`src/rtl/kgp_pipelined_subtractor.sv`:
```
// 8-bit subtractor, 4-stage KGP recursive-doubling carry pipeline.
// Optional overflow output when KGP_SUB_OVF_EN is defined.
module kgp_pipelined_subtractor (
  input  logic       clk,
  input  logic       rst_n,
  input  logic       in_valid,
  output logic       in_ready,
  input  logic [7:0] a,
  input  logic [7:0] b,
  input  logic       bin,
  output logic       out_valid,
  input  logic       out_ready,
  output logic [8:0] diff
`ifdef KGP_SUB_OVF_EN
  ,
  output logic       ovf
`endif
);

  // Each position is {x,y}: 00 kill, 11 generate, 01/10 propagate.
  typedef logic [8:0][1:0] kgp_t;

  function automatic logic [1:0] kgp_comb(
    input logic [1:0] past,
    input logic [1:0] pres
  );
    return (pres[1] ^ pres[0]) ? past : pres;
  endfunction

  function automatic kgp_t kgp_level(
    input kgp_t v,
    input int   d
  );
    kgp_t r;
    r = v;
    for (int i = d; i < 9; i++) begin
      r[i] = kgp_comb(v[i-d], v[i]);
    end
    return r;
  endfunction

  logic       advance;
  kgp_t       kgp_in;
  kgp_t       l1_d, l2_d, l4_d;
  kgp_t       s0_q, s1_q, s2_q;
  logic [7:0] s1_p_q, s2_p_q;
  logic       v0_q, v1_q, v2_q;
  logic       out_valid_q;
  logic [8:0] diff_q, diff_d;
  logic [1:0] cout_kgp;

  assign advance   = ~out_valid_q | out_ready;
  assign in_ready  = advance;
  assign out_valid = out_valid_q;
  assign diff      = diff_q;

  always_comb begin
    kgp_in    = '0;
    kgp_in[0] = {~bin, ~bin};
    for (int i = 0; i < 8; i++) begin
      kgp_in[i+1] = {a[i], ~b[i]};
    end
  end

  assign l1_d = kgp_level(s0_q, 1);
  assign l2_d = kgp_level(s1_q, 2);
  assign l4_d = kgp_level(s2_q, 4);

  // Position 8 spans 1..8 after distance 4; position 0 closes it.
  assign cout_kgp = kgp_comb(l4_d[0], l4_d[8]);

  always_comb begin
    diff_d = '0;
    for (int i = 0; i < 8; i++) begin
      diff_d[i] = s2_p_q[i] ^ l4_d[i][1];
    end
    diff_d[8] = ~cout_kgp[1];
  end

  always_ff @(posedge clk) begin
    if (!rst_n) begin
      v0_q        <= 1'b0;
      v1_q        <= 1'b0;
      v2_q        <= 1'b0;
      out_valid_q <= 1'b0;
      diff_q      <= '0;
    end else if (advance) begin
      v0_q        <= in_valid;
      v1_q        <= v0_q;
      v2_q        <= v1_q;
      out_valid_q <= v2_q;
      diff_q      <= diff_d;
    end
  end

  always_ff @(posedge clk) begin
    if (advance) begin
      s0_q <= kgp_in;
      s1_q <= l1_d;
      s2_q <= l2_d;
      for (int i = 0; i < 8; i++) begin
        s1_p_q[i] <= s0_q[i+1][1] ^ s0_q[i+1][0];
      end
      s2_p_q <= s1_p_q;
    end
  end

`ifdef KGP_SUB_OVF_EN
  logic s1_a7_q, s2_a7_q;
  logic ovf_q, ovf_d;

  // Operand signs differ exactly when bit 7 does not propagate.
  assign ovf_d = ~s2_p_q[7] & (diff_d[7] != s2_a7_q);
  assign ovf   = ovf_q;

  always_ff @(posedge clk) begin
    if (advance) begin
      s1_a7_q <= s0_q[8][1];
      s2_a7_q <= s1_a7_q;
    end
  end

  always_ff @(posedge clk) begin
    if (!rst_n) begin
      ovf_q <= 1'b0;
    end else if (advance) begin
      ovf_q <= ovf_d;
    end
  end
`endif

endmodule

```
`config.mk`:
```
export PLATFORM = sky130hd
export DESIGN_NAME = kgp_pipelined_subtractor
export DESIGN_NICKNAME = d
export VERILOG_FILES = /design/src/rtl/kgp_pipelined_subtractor.sv
export SDC_FILE = /design/constraint.sdc
export NUM_CORES = 1
export LEC_CHECK = 0
export ABC_AREA = 1
export CELL_PAD_IN_SITES_DETAIL_PLACEMENT = 0
export CELL_PAD_IN_SITES_GLOBAL_PLACEMENT = 1
export CORE_ASPECT_RATIO = 1.25
export CORE_UTILIZATION = 44
export CTS_BUF_LIST = sky130_fd_sc_hd__clkbuf_8 sky130_fd_sc_hd__clkbuf_16
export CTS_CLUSTER_SIZE = 25
export DETAILED_ROUTE_END_ITERATION = 8
export GPL_TIMING_DRIVEN = 0
export PLACE_DENSITY = 0.84
export RECOVER_POWER = 50
export SKIP_CTS_REPAIR_TIMING = 1
export SYNTH_ARGS = -nofsm -noshare
export SYNTH_HDL_FRONTEND = slang
export SYNTH_SLANG_ARGS = --single-unit
```
`constraint.sdc`:
```
create_clock -name clk -period 2.4 [get_ports clk]
set_clock_uncertainty 0.2 [all_clocks]
set_input_delay 0.48 -clock clk [delete_from_list [all_inputs] [get_ports clk]]
set_output_delay 0.48 -clock clk [all_outputs]
set_load 0.005 [all_outputs]
```
After elaboration in Yosys (flattened, before gate mapping)
Index checks and enable logic that the tools add are counted.
Widths: inputs -> output; s select.

storage, ports and cells
  bits in registers = 80
  latch bits = 0
  bits in writable memories = 0
  ROM bits = 0
  word-level logic and storage cells = 96
  memories = 0

cells by class
  $add $sub $neg = 0
  multiply operators = 0
  divide/modulo/power cells = 0
  order comparisons = 0
  equality and inequality tests = 0
  shift operators = 0
  mux-type cells = 21
  bitwise operators = 41
  reductions and logical operators = 0

operators with widths
  kind         number
  $mux 2       21
  $xor 1x1->1  29
  $not 1->1    11
  $or 1x1->1   1

Longest topological paths before layout
Gate-level depths: netlist of run 1.

  depth in word-level cells = 5
  gate-level depth with buffers = 8
  mapped depth without buffers = 7

Worst setup path after synthesis of run 1
OpenSTA, ideal clock, no wires.

  path kind = input port to output port
  from = input port out_ready
  to = output port in_ready
  arrival time = 1.441 ns
  path slack = 0.279 ns
  cell stages on the path = 3
  cells stage by stage = nor2_4 -> inv_2 -> buf_2

between the ends
  longest elaborated chain between the ends = 1

ends and longest elaborated chain
  element          line  RTL
  start, declared  12    input logic out_ready,
  $or 1x1->1       52    assign advance = ~out_valid_q | out_ready;
  end, declared    7     output logic in_ready,

No other way between the ends.

Worst setup path in the final report of run 1
  from = register out_valid_q, in the netlist out_valid
  to = output port in_ready

between the ends
  longest elaborated chain between the ends = 2

ends and longest elaborated chain
  element                 line  RTL
  start, declared         48    logic out_valid_q;
  start signal, assigned  91    out_valid_q <= v2_q;
  $not 1->1               52
  $or 1x1->1              52

No other way between the ends.

==> summary.txt, run 1 <==
FINAL LAYOUT
-------------------------------------------------------------------------------------------------
Diode insertion count for antenna repair                                                        0
Area overhead of the layout relative to synthesis                                           23.9%
Layout Utilization                                                                          0.566
Ratio of cells with drive above 1 in the final layout                                      0.0879
Final non-filler cell area                                                               3720 um2
Final-layout fill cell count                                                                  557
Number of nets in the layout                                                                  346

LOGIC SYNTHESIS
-------------------------------------------------------------------------------------------------
Per-instance average area after synthesis                                                11.0 um2
Number of warnings reported in the yosys synthesis log                                          0
Area of the mapped netlist                                                               3000 um2
Cells after synthesis                                                                         273
#FFs+latches synth                                                                             76
Sequential cell area fraction in the yosys report                                           0.718
Number of distinct library cell variants in the gate-level netlist after synthesis             18
Total nets after synthesis                                                                    294

SETUP PATH
-------------------------------------------------------------------------------------------------
Worst-path cell chain                                                                inv_1 -> nor2_4 -> clkinv_4 -> buf_16 -> clkdlybuf4s50_1
Reg2reg setup slack                                                                       0.89 ns
Capture instance of the worst register-to-register path                                   s1_q[9]
Critical path's slowest cell                                                         sky130_fd_sc_hd__clkdlybuf4s50_1
Critical path class                                                                  flop to output port
Number of cell instances on the worst register-to-register path                                 5
Worst reg2reg path startpoint                                                           out_valid
Critical Path Start Type                                                                     flop
Crit path max-delay family                                                           buffers and inverters
Element type at the critical path end                                                 output port
CP Buf/Inv Count                                                                                4
Largest stage delay on the critical path                                                  0.44 ns
Biggest fanout along the worst timing path                                                     11
Required time of the worst setup path                                                     1.72 ns
Data arrival time at the worst-slack endpoint                                             1.55 ns

DETAILED ROUTING
-------------------------------------------------------------------------------------------------
Post-detailed-routing wire length                                                         4360 um
Count of nets left with antenna violations after detail routing                                 0
Via density                                                                                  4.45
Pre-Repair DR Iteration Count                                                                   4
DRC violations left                                                                             0
Detailed-route wire length per cell                                                       10.5 um
Starting DRT DRC Count                                                                         91
Total via count in the routed design                                                         1855

GLOBAL ROUTE
-------------------------------------------------------------------------------------------------
Largest net degree at the start of global routing                                              74
Via count of the first global-routing pass                                                   1648
Wire length of the first global-routing pass                                              6730 um
Sum of overflow across all layers after global routing                                          0
Antenna violations before repair                                                                0
Overall routing resource usage                                                              0.131

TIMING
-------------------------------------------------------------------------------------------------
Unrepaired setup endpoints after global routing                                             false
Timing-limited maximum frequency                                                          449 MHz
Number of max-slew violations in the final report                                               0
Hold violation total from the final report                                                      0
Final critical-path setup slack                                                          0.172 ns
Final setup TNS                                                                              0 ns
Final Cycle Share                                                                           0.928
Clock period minus final worst setup slack                                                2.23 ns
Worst-margin pin slew                                                                    0.377 ns
Worst-case hold slack                                                                    0.214 ns
Max_slew headroom                                                                           0.749
Final setup violation count                                                                     0

POWER
-------------------------------------------------------------------------------------------------
Highest ir drop seen on vdd                                                                327 uV
Leakage power summed over all cells                                                       1.66 nW
Power per cell area                                                                    752 nW/um2

HOLD PATH
-------------------------------------------------------------------------------------------------
Worst hold path endpoint                                                                s2_p_q[5]
Hold crit path type                                                                  flop to flop
Count of cells along the worst hold path                                                        0
Min-delay src                                                                           s1_p_q[5]

PLACE
-------------------------------------------------------------------------------------------------
Routability congestion estimate                                                             0.702
Placed wire-length estimate after detailed placement                                      2690 um
Count of buffers from port buffering                                                           31
Area post-placement                                                                      3420 um2
Setup slack at placement                                                                -0.789 ns

CLOCK NETWORK
-------------------------------------------------------------------------------------------------
Insertion delay to the later sink of the worst-skew pair                                  0.33 ns
Reg clk slew, reported paths                                                              0.08 ns
Number of sinks driven by the clock tree                                                       76
Clock root buffer master                                                             sky130_fd_sc_hd__clkbuf_8
Clock buffer count from CTS                                                                     9
Buffers from clock root to sink, at most                                                        2
CTS tree                                                                                     done
Clock H-tree levels                                                                             3

DIE
-------------------------------------------------------------------------------------------------
Chip width                                                                                75.8 um
I/O pin count                                                                                  32
Placeable Area                                                                           6570 um2
Initial core utilization                                                                    0.457
Die footprint                                                                            7150 um2
Number of rows created at floorplan                                                            33
Chip height                                                                               94.3 um

RUN
-------------------------------------------------------------------------------------------------
Reported max-cap violation count                                                                0

RUN STATUS
-------------------------------------------------------------------------------------------------
Run status                                                                           finished, final reports clean

-- routing by layer --
layer  vias up  part of all wire  track usage
met4         0             0.018       0.0509
met5         -                 0            0
met1       839              0.42        0.134
li1        980                 -            -
met2        30              0.53        0.231
met3         6             0.031       0.0547
-- synth_stat cells --
library cell / count / share of area
sky130_fd_sc_hd__buf_2: 1 / 0.0017
sky130_fd_sc_hd__a21oi_1: 17 / 0.028
sky130_fd_sc_hd__dfxtp_1: 13 / 0.087
sky130_fd_sc_hd__inv_1: 53 / 0.066
sky130_fd_sc_hd__nand2_1: 38 / 0.048
sky130_fd_sc_hd__o21ai_0: 7 / 0.012
sky130_fd_sc_hd__xnor2_1: 4 / 0.012
sky130_fd_sc_hd__nor2_4: 1 / 0.0038
sky130_fd_sc_hd__nor2_1: 57 / 0.071
sky130_fd_sc_hd__nand3_1: 8 / 0.013
sky130_fd_sc_hd__o21ai_1: 3 / 0.0050
sky130_fd_sc_hd__clkbuf_2: 1 / 0.0017
sky130_fd_sc_hd__buf_6: 1 / 0.0038
sky130_fd_sc_hd__inv_2: 1 / 0.0013
sky130_fd_sc_hd__edfxtp_1: 63 / 0.63
sky130_fd_sc_hd__o21a_1: 1 / 0.0025
sky130_fd_sc_hd__maj3_1: 2 / 0.0067
sky130_fd_sc_hd__o21ai_2: 2 / 0.0058
-- stage by stage --
step                std cells  power [mW]
detailed placement        391        2.00
floorplan                 273        1.86
global route              417        2.95
CTS                       407        2.81
finish                    417        2.80
global placement          391        1.98
-- worst register-to-register path, delay by kind of cell (launching register included) --
family                 cells  cell delay (ns)
buffers and inverters      4             0.61
flip-flops                 1             0.31
AND/OR/NAND/NOR            1             0.06
-- final cells by class --
type,count,area (um2),share of cell area
clock buffers,9,124,0.0333
inverters,54,208,0.0559
flip-flops and latches,76,2150,0.579
well taps,87,109,0.0293
plain buffers,3,42.5,0.0114
clock inverters,7,43.8,0.0118
repair buffers,41,415,0.112
multi-input cells,140,623,0.168
-- flip-flops by register name, indices dropped and copies added (netlist names), 2 cells and up --
signal  cells
s0_q       16
s1_q       14
s2_q       10
diff        9
s1_p_q      8
s2_p_q      8
l4_d        4
l2_d        2
-- placed cells by master, fill, tap and decap left out, types with 3 or more instances in the layout --
master / instances
sky130_fd_sc_hd__a21oi_1: 17
sky130_fd_sc_hd__clkbuf_1: 3
sky130_fd_sc_hd__clkbuf_4: 4
sky130_fd_sc_hd__clkbuf_8: 9
sky130_fd_sc_hd__clkdlybuf4s50_1: 13
sky130_fd_sc_hd__clkinv_2: 3
sky130_fd_sc_hd__dfxtp_1: 13
sky130_fd_sc_hd__dlygate4sd3_1: 17
sky130_fd_sc_hd__edfxtp_1: 63
sky130_fd_sc_hd__inv_1: 54
sky130_fd_sc_hd__nand2_1: 38
sky130_fd_sc_hd__nand3_1: 8
sky130_fd_sc_hd__nor2_1: 57
sky130_fd_sc_hd__o21ai_0: 7
sky130_fd_sc_hd__o21ai_1: 3
sky130_fd_sc_hd__xnor2_1: 4
-- logic make-up after synthesis --
group           count (synthesis)  synth area share
xor+xnor                        4            0.0117
compound gates                 30            0.0534
fa+ha+maj                       2           0.00668
flops                          76             0.718
buf+inv                        57            0.0747
simple gates                  104             0.136
-- power breakdown --
part	switching (mW)	internal (mW)	total (mW)
combinational	0.146	0.158	0.304
sequential	0.0741	1.59	1.67
clock	0.455	0.371	0.826
-- worst max path at each step --
| stage | to | start | depth (start not counted) |
|---|---|---|---|
| global route | in_ready | out_valid | 5 |
| global placement | in_ready | out_ready | 5 |
| CTS | in_ready | out_ready | 5 |
| floorplan | in_ready | out_ready | 3 |
| finish | in_ready | out_valid | 5 |
| detailed placement | in_ready | out_ready | 5 |
(Power assumes the default switching activity.)
==> run 2: changes to the inputs <==
CORE_UTILIZATION = 49   (was 44)
DONT_BUFFER_PORTS = 1   (was default)
PLACE_DENSITY = 0.83   (was 0.84)
SLEW_MARGIN = 20   (was default)
==> run 2 against run 1 <==
Clock-buffer cell count stayed put. First-iteration DRC count is 54% lower. Maximum frequency is 1.3% higher. Critical endpoint unchanged. Highest routed layer unchanged. Sequential power hardly changed. Setup slack better by 0.029 ns.
==> summary.txt, run 2 (synthesis gave the netlist of run 1 again) <==
RUN STATUS
-------------------------------------------------------------------------------------
Run status                                                               finished, final reports clean

HOLD PATH
-------------------------------------------------------------------------------------
Count of cells along the worst hold path                                            0   unchanged
Hold crit path type                                                      primary input to flop
Worst hold path endpoint                                                     s0_q[13]
Min-delay src                                                                    a[5]

FINAL LAYOUT
-------------------------------------------------------------------------------------
Diode insertion count for antenna repair                                            0   unchanged
Final-layout fill cell count                                                      499   -10%
Area overhead of the layout relative to synthesis                               11.1%
Final non-filler cell area                                                   3330 um2   -10%
Most flops, register                                                             s0_q
Top flop regs                                                            s0_q: 16 flops, s1_q: 14 flops, s2_q: 10 flops
Max reg flops                                                                      16   unchanged
Most frequent standard cell in the layout excluding fill and tap cells   sky130_fd_sc_hd__edfxtp_1
Ratio of cells with drive above 1 in the final layout                          0.0759   -0.0120
Highest-count cells in the layout ignoring fill and taps                 sky130_fd_sc_hd__edfxtp_1 (63), sky130_fd_sc_hd__nor2_1 (57), sky130_fd_sc_hd__inv_1 (54), sky130_fd_sc_hd__nand2_1 (38), sky130_fd_sc_hd__a21oi_1 (17)
Number of nets in the layout                                                      306   -12%
Layout Utilization                                                              0.569   +0.00245

DIE
-------------------------------------------------------------------------------------
Number of rows created at floorplan                                                31   -6.1%
Chip height                                                                   89.5 um   -5.1%
Placeable Area                                                               5860 um2   -11%
I/O pin count                                                                      32   unchanged
Initial core utilization                                                        0.512   +0.0552
Chip width                                                                    72.0 um   -5.1%
Die footprint                                                                6440 um2   -10%

GLOBAL ROUTE
-------------------------------------------------------------------------------------
Wire length of the first global-routing pass                                  5980 um   -11%
Sum of overflow across all layers after global routing                              0   unchanged
Largest net degree at the start of global routing                                  45   -39%
Via count of the first global-routing pass                                       1471   -11%
Overall routing resource usage                                                  0.129   -0.00222
Antenna violations before repair                                                    0   unchanged

PLACE
-------------------------------------------------------------------------------------
Setup slack at placement                                                     0.472 ns   +1.26 ns
Area post-placement                                                          3120 um2   -8.7%
Count of buffers from port buffering                                                0   -100%
Routability congestion estimate                                                 0.669   -4.7%
Placed wire-length estimate after detailed placement                          2530 um   -5.8%

TIMING
-------------------------------------------------------------------------------------
Max_slew headroom                                                               0.748   about the same
Clock period minus final worst setup slack                                    2.20 ns   -0.0287 ns
Number of max-slew violations in the final report                                   0   unchanged
Final critical-path setup slack                                              0.201 ns   +0.0287 ns
Final Cycle Share                                                               0.916   -0.0120
Worst-margin pin slew                                                        0.377 ns   +0.000776 ns
Hold violation total from the final report                                          0   unchanged
Final setup TNS                                                                  0 ns   unchanged
Unrepaired setup endpoints after global routing                                 false
Final setup violation count                                                         0   unchanged
Timing-limited maximum frequency                                              455 MHz   +1.3%

SETUP PATH
-------------------------------------------------------------------------------------
Critical path class                                                      flop to output port
Worst reg2reg path startpoint                                               out_valid
Critical Path Start Type                                                         flop
Biggest fanout along the worst timing path                                         44   +33
Data arrival time at the worst-slack endpoint                                 1.52 ns   -0.03 ns
Required time of the worst setup path                                         1.72 ns   about the same
Element type at the critical path end                                     output port
Reg2reg setup slack                                                           0.70 ns   -0.19 ns
Number of cell instances on the worst register-to-register path                     5   unchanged
Capture instance of the worst register-to-register path                      s0_q[10]

POWER
-------------------------------------------------------------------------------------
Highest ir drop seen on vdd                                                    483 uV   +48%
Final Power                                                                   2.88 mW   +3.1%
Leakage power summed over all cells                                           1.49 nW   -10%
Power per cell area                                                        866 nW/um2   +15%

CLOCK NETWORK
-------------------------------------------------------------------------------------
Reg clk slew, reported paths                                                  0.08 ns   about the same
Clock buffer count from CTS                                                         9   unchanged
Clock root buffer master                                                 sky130_fd_sc_hd__clkbuf_8
Insertion delay to the later sink of the worst-skew pair                      0.33 ns   about the same
Clock H-tree levels                                                                 3   unchanged
Number of sinks driven by the clock tree                                           76   unchanged
Buffers from clock root to sink, at most                                            2   unchanged
CTS tree                                                                         done

DETAILED ROUTING
-------------------------------------------------------------------------------------
Post-detailed-routing wire length                                             3710 um   -15%
DRC violations left                                                                 0   unchanged
Pre-Repair DR Iteration Count                                                       4   unchanged
Starting DRT DRC Count                                                             42   -54%
Total via count in the routed design                                             1659   -11%
Count of nets left with antenna violations after detail routing                     0   unchanged
Via density                                                                      4.46   +0.25%
Detailed-route wire length per cell                                           9.96 um   -4.7%

RUN
-------------------------------------------------------------------------------------
Reported max-cap violation count                                                    0   unchanged

## run 2: cell count changes in the layout (fill, tap and decap cells not counted), moves of 2 or more
| cell | change |
|---|---|
| sky130_fd_sc_hd__clkbuf_16 | -2 |
| sky130_fd_sc_hd__clkinv_4 | -2 |
| sky130_fd_sc_hd__clkbuf_4 | -4 |
| sky130_fd_sc_hd__bufinv_16 | +2 |
| sky130_fd_sc_hd__clkdlybuf4s50_1 | -13 |
| sky130_fd_sc_hd__clkbuf_1 | -3 |
| sky130_fd_sc_hd__dlygate4sd3_1 | -17 |
## run 2: layout make-up
cell class,instances,area (um2),share of cell area
Buffer,3,23.8,0.00714
Clock buffer,9,124,0.0372
Inverter,54,203,0.0609
Timing Repair Buffer,1,20.0,0.00601
Tap cell,82,103,0.0308
Multi-Input combinational cell,140,623,0.187
Sequential cell,76,2150,0.646
Clock inverter,7,82.6,0.0248
## run 2: where the power goes
| group | switching (mW) | internal, mW |
|---|---|---|
| logic | 0.126 | 0.0904 |
| registers | 0.0765 | 1.59 |
| clock network | 0.425 | 0.573 |
| total | 0.627 | 2.26 |
## run 2: critical path, stage by stage (launching register included)
cell and delay (ns):
sky130_fd_sc_hd__dfxtp_1 0.32, sky130_fd_sc_hd__inv_1 0.09, sky130_fd_sc_hd__nor2_4 0.05, sky130_fd_sc_hd__inv_2 0.07, sky130_fd_sc_hd__buf_4 0.35, sky130_fd_sc_hd__buf_12 0.29
## run 2: how the worst max path moves through the flow
stage          startpoint  endpoint  slack [ns]  cells past startpoint
6_report        out_valid  in_ready        0.20                      5
4_1_cts         out_valid  in_ready        0.15                      5
2_1_floorplan   out_ready  in_ready        0.28                      3
5_1_grt         out_valid  in_ready        0.06                      5
3_5_place_dp    out_ready  in_ready        0.47                      4
3_3_place_gp    out_ready  in_ready      -0.001                      3
## run 2: metrics by stage
stage	hold slack (ns)	cells
after global placement	0.204	355
after detailed placement	0.205	356
after floorplan	0.200	273
after global routing	0.0156	372
final	0.0400	372
after CTS	0.0125	372
## run 2: metal layers
metal / track usage / routed length [um] / share of wire / vias to the layer above
met5: 0 / 0 / 0 / -
met1: 0.134 / 1560 / 0.42 / 719
met2: 0.214 / 1880 / 0.51 / 38
met4: 0.0909 / 77 / 0.021 / 0
met3: 0.0507 / 181 / 0.049 / 6
li1: - / - / - / 896
==> run 3: changes to the inputs <==
ABC_CLOCK_PERIOD_IN_PS = 2400   (was default)
==> results of run 3 <==
Same layout as run 2: the final DEF is identical, and so are final timing and power.
